<file path="config.mk">
export PLATFORM = sky130hd
export DESIGN_NAME = ahb_crypto_slave
export DESIGN_NICKNAME = d
export VERILOG_FILES = /design/src/rtl/ahb_crypto_pkg.sv /design/src/rtl/ahb_crypto_decode.sv /design/src/rtl/ahb_crypto_slave.sv
export SDC_FILE = /design/constraint.sdc
export NUM_CORES = 1
export LEC_CHECK = 0
export CAP_MARGIN = 20
export CORE_ASPECT_RATIO = 0.9
export CORE_MARGIN = 4
export CORE_UTILIZATION = 25
export DETAILED_ROUTE_END_ITERATION = 8
export GPL_TIMING_DRIVEN = 1
export PLACE_DENSITY = 0.8
export SYNTH_ARGS = -nofsm -noshare
export SYNTH_HDL_FRONTEND = slang
export SYNTH_SLANG_ARGS = --single-unit
</file>
<file path="constraint.sdc">
create_clock -name HCLK -period 3.45 [get_ports HCLK]
set_input_delay 0.69 -clock HCLK [delete_from_list [all_inputs] [get_ports HCLK]]
set_output_delay 0.69 -clock HCLK [all_outputs]
set_load 0.02 [all_outputs]
</file>
<file path="src/rtl/ahb_crypto_pkg.sv">
// Shared types and constants for the AHB-Lite crypto slave and its decoder.
package ahb_crypto_pkg;

  localparam int unsigned MAX_CH = 4;
  localparam int unsigned CNT_W  = 8;

  typedef enum logic [1:0] {
    ST_IDLE,
    ST_STALL,
    ST_ERR1,
    ST_ERR2
  } state_e;

  typedef enum logic [1:0] {
    HTRANS_IDLE   = 2'b00,
    HTRANS_BUSY   = 2'b01,
    HTRANS_NONSEQ = 2'b10,
    HTRANS_SEQ    = 2'b11
  } htrans_e;

  typedef enum logic [2:0] {
    HBURST_SINGLE = 3'b000,
    HBURST_INCR   = 3'b001,
    HBURST_WRAP4  = 3'b010,
    HBURST_INCR4  = 3'b011,
    HBURST_WRAP8  = 3'b100,
    HBURST_INCR8  = 3'b101,
    HBURST_WRAP16 = 3'b110,
    HBURST_INCR16 = 3'b111
  } hburst_e;

  typedef enum logic [2:0] {
    OP_NONE,
    OP_STATUS,
    OP_ENC,
    OP_DEC,
    OP_KEY,
    OP_IN,
    OP_OUT
  } op_e;

  localparam logic [2:0] HSIZE_WORD = 3'b010;

  localparam logic [7:0] OFF_STATUS   = 8'h00;
  localparam logic [7:0] OFF_ENC      = 8'h04;
  localparam logic [7:0] OFF_DEC      = 8'h08;
  localparam logic [7:0] OFF_KEY      = 8'h10;
  localparam logic [7:0] OFF_IN       = 8'h40;
  localparam logic [7:0] OFF_IN_LAST  = 8'h7C;
  localparam logic [7:0] OFF_OUT      = 8'h80;
  localparam logic [7:0] OFF_OUT_LAST = 8'hDC;

  localparam int unsigned STAT_KEY_DONE = 0;
  localparam int unsigned STAT_RCV_FULL = 1;
  localparam int unsigned STAT_TX_EMPTY = 2;
  localparam int unsigned STAT_BUSY     = 3;

  // Registered address-phase information carried into the data phase
  typedef struct packed {
    op_e        op;
    logic [1:0] ch;
    logic [2:0] key_idx;
  } dphase_t;

  function automatic logic [MAX_CH-1:0] ch_onehot(input logic [1:0] ch);
    return MAX_CH'(1) << ch;
  endfunction

endpackage

</file>
<file path="src/rtl/ahb_crypto_decode.sv">
// Address-phase decode: classifies the access, extracts channel/key index
// and flags every illegal combination before the data phase starts.
module ahb_crypto_decode
  import ahb_crypto_pkg::*;
#(
  parameter int unsigned NUM_CH    = 2,
  parameter int unsigned KEY_WORDS = 4
) (
  input  logic [9:0]        haddr_i,
  input  logic              hwrite_i,
  input  logic [2:0]        hsize_i,
  input  logic [NUM_CH-1:0] key_done_i,
  input  logic [NUM_CH-1:0] busy_i,
  output op_e               op_o,
  output logic [1:0]        ch_o,
  output logic [2:0]        key_idx_o,
  output logic              err_o
);

  localparam logic [7:0] OFF_KEY_LAST = 8'(OFF_KEY + 4 * (KEY_WORDS - 1));
  localparam logic [2:0] NUM_CH_L     = 3'(NUM_CH);

  logic [7:0]        off;
  logic [MAX_CH-1:0] key_done_pad;
  logic [MAX_CH-1:0] busy_pad;
  logic              dir_ok;
  logic              win_access;
  logic              cmd_access;

  assign off          = haddr_i[7:0];
  assign ch_o         = haddr_i[9:8];
  assign key_done_pad = MAX_CH'(key_done_i);
  assign busy_pad     = MAX_CH'(busy_i);

  // Offset classification
  always_comb begin
    op_o      = OP_NONE;
    key_idx_o = '0;
    if (off == OFF_STATUS) begin
      op_o = OP_STATUS;
    end else if (off == OFF_ENC) begin
      op_o = OP_ENC;
    end else if (off == OFF_DEC) begin
      op_o = OP_DEC;
    end else if (off >= OFF_KEY && off <= OFF_KEY_LAST) begin
      op_o      = OP_KEY;
      key_idx_o = 3'((off - OFF_KEY) >> 2);
    end else if (off >= OFF_IN && off <= OFF_IN_LAST) begin
      op_o = OP_IN;
    end else if (off >= OFF_OUT && off <= OFF_OUT_LAST) begin
      op_o = OP_OUT;
    end
  end

  always_comb begin
    dir_ok = 1'b0;
    case (op_o)
      OP_STATUS, OP_OUT:             dir_ok = !hwrite_i;
      OP_ENC, OP_DEC, OP_KEY, OP_IN: dir_ok = hwrite_i;
      default:                       dir_ok = 1'b0;
    endcase
  end

  assign win_access = (op_o == OP_IN) || (op_o == OP_OUT);
  assign cmd_access = (op_o == OP_ENC) || (op_o == OP_DEC);

  // Unmapped offsets fall out through dir_ok, since OP_NONE has no legal direction
  assign err_o = (hsize_i != HSIZE_WORD)
              || (haddr_i[1:0] != 2'b00)
              || ({1'b0, ch_o} >= NUM_CH_L)
              || !dir_ok
              || (win_access && !key_done_pad[ch_o])
              || (cmd_access && busy_pad[ch_o]);

endmodule

</file>
<file path="src/rtl/ahb_crypto_slave.sv">
// AHB-Lite slave front end for a bank of cipher channels: FIFO windows,
// key loading, command strobes, wait-state timeout and two-cycle ERROR.
module ahb_crypto_slave
  import ahb_crypto_pkg::*;
#(
  parameter int unsigned NUM_CH    = 2,
  parameter int unsigned KEY_WORDS = 4,
  parameter int unsigned TIMEOUT   = 16
) (
  input  logic                 HCLK,
  input  logic                 HRESET,
  input  logic                 HSEL,
  input  logic [31:0]          HADDR,
  input  logic [1:0]           HTRANS,
  input  logic                 HWRITE,
  input  logic [2:0]           HSIZE,
  input  logic [2:0]           HBURST,
  input  logic [31:0]          HWDATA,
  output logic [31:0]          HRDATA,
  output logic                 HREADY,
  output logic                 HRESP,
  input  logic [NUM_CH-1:0]    key_done,
  input  logic [NUM_CH-1:0]    rcv_full,
  input  logic [NUM_CH-1:0]    tx_empty,
  input  logic [NUM_CH-1:0]    busy,
  input  logic [NUM_CH*32-1:0] tx_rdata,
  output logic [NUM_CH-1:0]    rcv_enq,
  output logic [NUM_CH-1:0]    tx_deq,
  output logic [NUM_CH-1:0]    key_we,
  output logic [NUM_CH-1:0]    key_last,
  output logic [NUM_CH-1:0]    enc_pulse,
  output logic [NUM_CH-1:0]    dec_pulse,
  output logic [31:0]          wdata,
  output logic [2:0]           key_idx
);

  localparam logic [CNT_W-1:0] CNT_LAST     = CNT_W'(TIMEOUT - 1);
  localparam logic [2:0]       KEY_IDX_LAST = 3'(KEY_WORDS - 1);

  state_e           state_q;
  logic             dp_valid_q;
  dphase_t          dp_q;
  logic [CNT_W-1:0] cnt_q;

  op_e        dec_op;
  logic [1:0] dec_ch;
  logic [2:0] dec_key_idx;
  logic       dec_err;

  logic [MAX_CH-1:0]    rcv_full_pad;
  logic [MAX_CH-1:0]    tx_empty_pad;
  logic [MAX_CH-1:0]    key_done_pad;
  logic [MAX_CH-1:0]    busy_pad;
  logic [MAX_CH*32-1:0] tx_rdata_pad;
  logic [NUM_CH-1:0]    ch_sel;
  logic [31:0]          status_c;
  logic                 accept_c;
  logic                 blocked_c;
  logic                 timeout_c;
  logic                 done_c;
  logic                 unused_c;

  ahb_crypto_decode #(
    .NUM_CH    (NUM_CH),
    .KEY_WORDS (KEY_WORDS)
  ) u_decode (
    .haddr_i    (HADDR[9:0]),
    .hwrite_i   (HWRITE),
    .hsize_i    (HSIZE),
    .key_done_i (key_done),
    .busy_i     (busy),
    .op_o       (dec_op),
    .ch_o       (dec_ch),
    .key_idx_o  (dec_key_idx),
    .err_o      (dec_err)
  );

  assign rcv_full_pad = MAX_CH'(rcv_full);
  assign tx_empty_pad = MAX_CH'(tx_empty);
  assign key_done_pad = MAX_CH'(key_done);
  assign busy_pad     = MAX_CH'(busy);
  assign tx_rdata_pad = (MAX_CH*32)'(tx_rdata);
  assign ch_sel       = NUM_CH'(ch_onehot(dp_q.ch));

  // Burst type and upper address bits carry no information for this slave
  assign unused_c = ^{HBURST, HADDR[31:10]};

  // A pending data phase waits while its FIFO cannot take or give a word
  assign blocked_c = dp_valid_q
                  && (((dp_q.op == OP_IN)  && rcv_full_pad[dp_q.ch])
                   || ((dp_q.op == OP_OUT) && tx_empty_pad[dp_q.ch]));
  assign timeout_c = blocked_c && (cnt_q >= CNT_LAST);
  assign done_c    = dp_valid_q && !blocked_c && !HRESET;
  assign accept_c  = HSEL && HREADY
                  && ((HTRANS == HTRANS_NONSEQ) || (HTRANS == HTRANS_SEQ));

  always_comb begin
    HREADY = 1'b1;
    HRESP  = 1'b0;
    if (!HRESET) begin
      case (state_q)
        ST_ERR1: begin
          HREADY = 1'b0;
          HRESP  = 1'b1;
        end
        ST_ERR2: HRESP  = 1'b1;
        default: HREADY = !blocked_c;
      endcase
    end
  end

  always_comb begin
    status_c                = '0;
    status_c[STAT_KEY_DONE] = key_done_pad[dp_q.ch];
    status_c[STAT_RCV_FULL] = rcv_full_pad[dp_q.ch];
    status_c[STAT_TX_EMPTY] = tx_empty_pad[dp_q.ch];
    status_c[STAT_BUSY]     = busy_pad[dp_q.ch];
  end

  // Data-phase strobes and read data, live only in the completing cycle
  always_comb begin
    rcv_enq   = '0;
    tx_deq    = '0;
    key_we    = '0;
    key_last  = '0;
    enc_pulse = '0;
    dec_pulse = '0;
    wdata     = '0;
    key_idx   = '0;
    HRDATA    = '0;
    if (done_c) begin
      case (dp_q.op)
        OP_IN: begin
          rcv_enq = ch_sel;
          wdata   = HWDATA;
        end
        OP_OUT: begin
          tx_deq = ch_sel;
          HRDATA = tx_rdata_pad[{dp_q.ch, 5'b0} +: 32];
        end
        OP_KEY: begin
          key_we   = ch_sel;
          key_last = (dp_q.key_idx == KEY_IDX_LAST) ? ch_sel : '0;
          key_idx  = dp_q.key_idx;
          wdata    = HWDATA;
        end
        OP_ENC:    enc_pulse = ch_sel;
        OP_DEC:    dec_pulse = ch_sel;
        OP_STATUS: HRDATA    = status_c;
        default: ;
      endcase
    end
  end

  // Transfer FSM; ERR2 shares the idle path so a phase offered there is taken
  always_ff @(posedge HCLK) begin
    if (HRESET) begin
      state_q    <= ST_IDLE;
      cnt_q      <= '0;
      dp_valid_q <= 1'b0;
      dp_q       <= '0;
    end else begin
      case (state_q)
        ST_ERR1: state_q <= ST_ERR2;
        default: begin
          if (blocked_c) begin
            if (timeout_c) begin
              state_q    <= ST_ERR1;
              dp_valid_q <= 1'b0;
              cnt_q      <= '0;
            end else begin
              state_q <= ST_STALL;
              cnt_q   <= cnt_q + CNT_W'(1);
            end
          end else begin
            state_q    <= ST_IDLE;
            cnt_q      <= '0;
            dp_valid_q <= 1'b0;
            if (accept_c) begin
              if (dec_err) begin
                state_q <= ST_ERR1;
              end else begin
                dp_valid_q <= 1'b1;
                dp_q       <= '{op: dec_op, ch: dec_ch, key_idx: dec_key_idx};
              end
            end
          end
        end
      endcase
    end
  end

endmodule

</file>
After elaboration in Yosys (flattened, before gate mapping)
Index checks and enable logic that the tools add are counted.

word-level totals
  memories kept = 0
  output and inout port bits = 81
  logic and storage cells = 136
  bits in writable memories = 0
  input port bits = 148
  flip-flop bits (word level) = 19
  memory bits (read-only) = 0
  bits in latches = 0

cells by class
  reduce and logical (&&, ||, !) cells = 35
  bitwise operators = 3
  shift-type cells = 2
  multiplexer cells = 57
  eq/ne operators = 21
  divide/modulo/power cells = 0
  multiply operators = 0
  add/sub/neg operators = 2
  $lt $le $gt $ge = 10

operators by type and width
  cell                 count
  $shiftx 128x8->32    1
  $mux 32              3
  $pmux 32 s2          1
  $mux 2               18
  $mux 3               12
  $eq 3x3->1 const B   6
  $mux 8               2
  $eq 3x2->1 const B   5
  $logic_and 1x1->1    13
  $mux 1               13
  $bmux 1 s2           6
  $logic_or 1x1->1     9
  $add 8x1->8 const B  1
  $eq 2x2->1 const B   4
  $eq 8x3->1 const B   1
  $eq 8x4->1 const B   1
  $ge 8x4->1 const B   1
  $ge 8x5->1 const B   1
  $ge 8x7->1 const B   1
  $ge 8x8->1 const B   1
  $le 8x5->1 const B   1
  $le 8x7->1 const B   1
  $le 8x8->1 const B   1
  $logic_not 8->1      1
  other kinds (15)     26

Longest topological paths before layout
  depth after elaboration = 19
  mapped depth = 9
  depth with buffers taken out = 6

By module
From an unflattened synthesis, not the netlist that was laid out.

second synthesis, totals
  cell total of the unflattened synthesis = 295
  area, all modules = 2,213.4 um^2

by module, submodules not included
  module             times used  cells an instance  seq. area each (um^2)  area an instance (um^2)
  ahb_crypto_slave   1           249                380.4                  1,928.1
  ahb_crypto_decode  1           46                 0.0                    285.3

Worst setup path after synthesis
OpenSTA, ideal clock, no wires.

  path type = input to output
  start = in tx_empty[1]
  end = out HRDATA[21]
  path buffers = 2
  required time = 2.760 ns
  setup slack = 0.070 ns
  stages = 8
  arrival time = 2.690 ns
  path through = mux2i_1 o22a_1 o311ai_1 or3_1 clkbuf_1 nor3_2 clkbuf_1 a22o_1

on the way
  longest elaborated chain between the ends = 9

ends and longest elaborated chain
  item                             line                     text
  start, declared                  ahb_crypto_slave.sv:24   input logic [NUM_CH-1:0] tx_empty,
  $bmux 1 s2                       ahb_crypto_slave.sv:91   || ((dp_q.op == OP_OUT) && tx_empty_pad[dp_q.ch]));
  $mux 1 (implied by the code)     ahb_crypto_slave.sv:91
  $logic_and 1x1->1                ahb_crypto_slave.sv:91
  $logic_or 1x1->1                 ahb_crypto_slave.sv:91
  $logic_and 1x1->1                ahb_crypto_slave.sv:90   && (((dp_q.op == OP_IN) && rcv_full_pad[dp_q.ch])
  $logic_not 1->1                  ahb_crypto_slave.sv:93   assign done_c = dp_valid_q && !blocked_c && !HRESET;
  $logic_and 1x1->1 (2 in series)  ahb_crypto_slave.sv:93
  $mux 32                          ahb_crypto_slave.sv:131  if (done_c) begin
  end, declared                    ahb_crypto_slave.sv:19   output logic [31:0] HRDATA,

Every way passes these cells. The select of a mux whose other input is x is not followed.

Worst setup path after layout
  start = in tx_empty[1]
  end = out HRDATA[29]

The elaborated chain is that of the path after synthesis.

==> reports/metrics.cfg <==
[outcome]
run_status = finished clean

[yosys]
ys.flop_type = dfxtp_1
synth_warnings = 0
synth_fa_ha_area_share_pct = 0.655
yosysTopAreaCell = dfxtp_1
synth_enable_flop_cells = 0
ys_top_cells_by_area = dfxtp_1 (20%), a22o_1 (12%), and2_1 (11%), mux2i_1 (5.8%), nand2_1 (4.1%)
yosys.area_share.simple_pct = 35.4
syn_area_sq_um = 1910
yosysTopAreaCellShare_pct = 19.9
syn_inst = 246
synth_xor_xnor_area_share_pct = 2.75
syn-num-nets = 395
synth_top_family_by_area = simple AND/OR/NAND/NOR gates
async_flop_share_pct = 0
ys_ff_latch = 19
avgSynthCellArea_sq_um = 7.76
yosysSeqAreaShare_pct = 19.9
synth_compound_area_share_pct = 30.7
synth_cell_types = 50
synthMuxAreaShare_pct = 6.36

[detailed_routing]
routed_wl_microns = 10300
viasPerCell = 4.86
drtAntennaViolNets = 0
wire_per_inst_microns = 18.4
drt_first_pass_iters = 4
drtIter0Drc = 93
drc = 0
vias = 2711

[final_layout]
diodes = 0
design_area_sq_um = 4370
area_delta_synth_final_pct = 129
drive_gt1_share_pct = 17.6
final_nets = 615
fillers = 643

[critical_path]
critPathKind = primary input to output port
reg2reg_depth = 7
crit_required_ns = 2.76
cp-start-kind = primary input
cp_max_fo = 7
end_kind = output port
cp.arrival_ns = 2.68

[placed_design]
hpwl_microns = 8490
port_buffers = 202
gp_congestion = 0.888
placed_cell_area_sq_um = 4200

[timing]
relSlewSlack_pct = 60.2
hold_viol_final = 0
slew_viol_final = 0
worst_pin_slew_ns = 0.595
setup_viol = 0
rsz0062_at_grt = true
finClkSkew_ns = 0.00718
period_minus_slack_ns = 3.37
fmax_ghz = 0.296
period_share_pct = 97.8
hold_slack_ns = 0.491

[cts]
cts_tree = done
htreeDepth = 1
numCtsBuffers = 3
clkSinkCount = 19
cts.clk_slew.worst_paths_ns = 0.08
cts_hold_buf = 0
clockBufferDepth = 2
clkLatencyLatePin_ns = 0.26
cts_root_buf = clkbuf_8

[global_route]
grt-ovfl-total = 0
grt_max_degree = 33
grt_usage_pct = 20.4
grt_pass1_vias = 2697
grt_pass1_wl_microns = 14800
antenna_found_initial = 0

[pwr]
leakage_uw = 0.00224
powerDensity_nw_per_um2 = 136
ir_drop_v = 0.000138

[die]
dieArea_sq_um = 9100
rows = 29
io_pins = 229
dieWidth_microns = 100
die_h_microns = 90.9
start_util_pct = 26.4
coreArea_sq_um = 7220

[worst_hold_path]
whs_path_depth = 2
worstHoldPathType = flip-flop to flip-flop

[flow_run]
maxCapViolCount = 0

[metal layers]
layer / global-route usage (%) / wire (microns)
met1: 25.1 / 4160
met2: 37.1 / 5320
met3: 2.70 / 632
met4: 4.94 / 151
met5: 0 / 0
[synthesized netlist by cell type (all sizes together), types with 3 or more instances]
library cell / instances
clkbuf: 16
a211oi: 9
a221oi: 4
nor3: 8
nand3: 4
or2: 7
and3: 3
a22o: 27
and2: 35
nand2b: 3
nor2b: 3
nor2: 21
o21a: 3
nand2: 21
a22oi: 4
xor2: 5
o21ai: 3
or3: 3
o211ai: 3
nor3b: 4
dfxtp: 19
mux2i: 11
[worst max-delay path: stages]
cell	delay, ns
dlygate4sd2_1	0.26
mux2i_1	0.20
o22a_1	0.22
o311ai_4	0.10
or3_4	0.36
nor3_4	0.16
buf_6	0.16
buf_12	0.10
buf_16	0.11
a22o_1	0.16
buf_4	0.15
[metrics by stage]
stage	setup TNS [ns]	total power, uW	setup WS [ns]	util (%)	cells
6_report	0	594	0.0752	60.5	558
5_1_grt	-0.0200	621	-0.0124	60.5	558
4_1_cts	0	596	0.000622	59.5	558
3_5_place_dp	-27.34	438	-0.532	58.2	549
3_3_place_gp	-27.46	435	-0.518	58.2	549
2_1_floorplan	0	273	0.0699	-	246
[state kept, by name, indices dropped and copies added (netlist names)]
signal      flops
dp_valid_q      1
dp_q            8
state_q         2
cnt_q           8
[final cells by class]
| cell class | count | area (sq um) | share of cell area [%] |
|---|---|---|---|
| Clock buffer | 3 | 41.3 | 0.944 |
| Clock inverter | 1 | 7.51 | 0.172 |
| Inverter | 4 | 15.0 | 0.343 |
| Multi-Input combinational cell | 206 | 1490 | 34.0 |
| Sequential cell | 19 | 380 | 8.70 |
| Tap cell | 93 | 116 | 2.66 |
| Timing Repair Buffer | 232 | 2320 | 53.2 |
[worst paths after layout]
| check | start | endpoint | slack, ns |
|---|---|---|---|
| worst max-delay path | tx_empty[1] | HRDATA[29] | 0.08 |
| worst min register to register | dp_q[1] | dp_q[1] | 0.49 |
| worst min-delay path | dp_q[1] | dp_q[1] | 0.49 |
| worst max register to register | dp_q[6] | cnt_q[3] | 1.22 |
[repair_timing]
item	in CTS	in global routing
pin swaps	5	5
setup buffers	4	0
gates resized for setup	128	40
setup endpoints to repair	80	59
gates cloned	2	0
hold endpoints to repair	0	0
[cell families after synthesis]
group	Yosys count
and+or+nand+nor	122
AOI/OAI and AO/OA	65
buffers and inverters	21
DFF	19
muxes	12
xor gates and xnor gates	6
adders and majority gates	1
[where the power goes]
| part | leakage (uW) | switching [uW] | internal [uW] |
|---|---|---|---|
| combinational | 0.00207 | 63.2 | 148 |
| sequential | 0.000153 | 1.47 | 221 |
| clock | 0.0000217 | 78.5 | 81.5 |
| total | 0.00224 | 143 | 450 |
[placed cells by master (no fill, tap or decap), types with 3 or more instances in the layout]
cell	count
clkbuf_8	3
and3_1	3
nor2b_1	3
o21ai_0	3
a211oi_1	8
buf_2	12
nor2_1	21
nor3_1	6
and2_1	35
nand3_1	4
o211ai_1	3
a221oi_1	4
clkdlybuf4s50_1	123
o21a_1	3
nand2b_1	3
or2_2	6
mux2i_1	11
a22o_1	27
xor2_1	5
dlygate4sd2_1	22
nand2_1	21
dfxtp_1	19
a22oi_1	4
nor3b_1	4
clkdlybuf4s15_2	11
dlymetal6s2s_1	28
buf_6	5
buf_4	24
buf_12	3
Note: power is estimated with default switching activity, not from simulation.
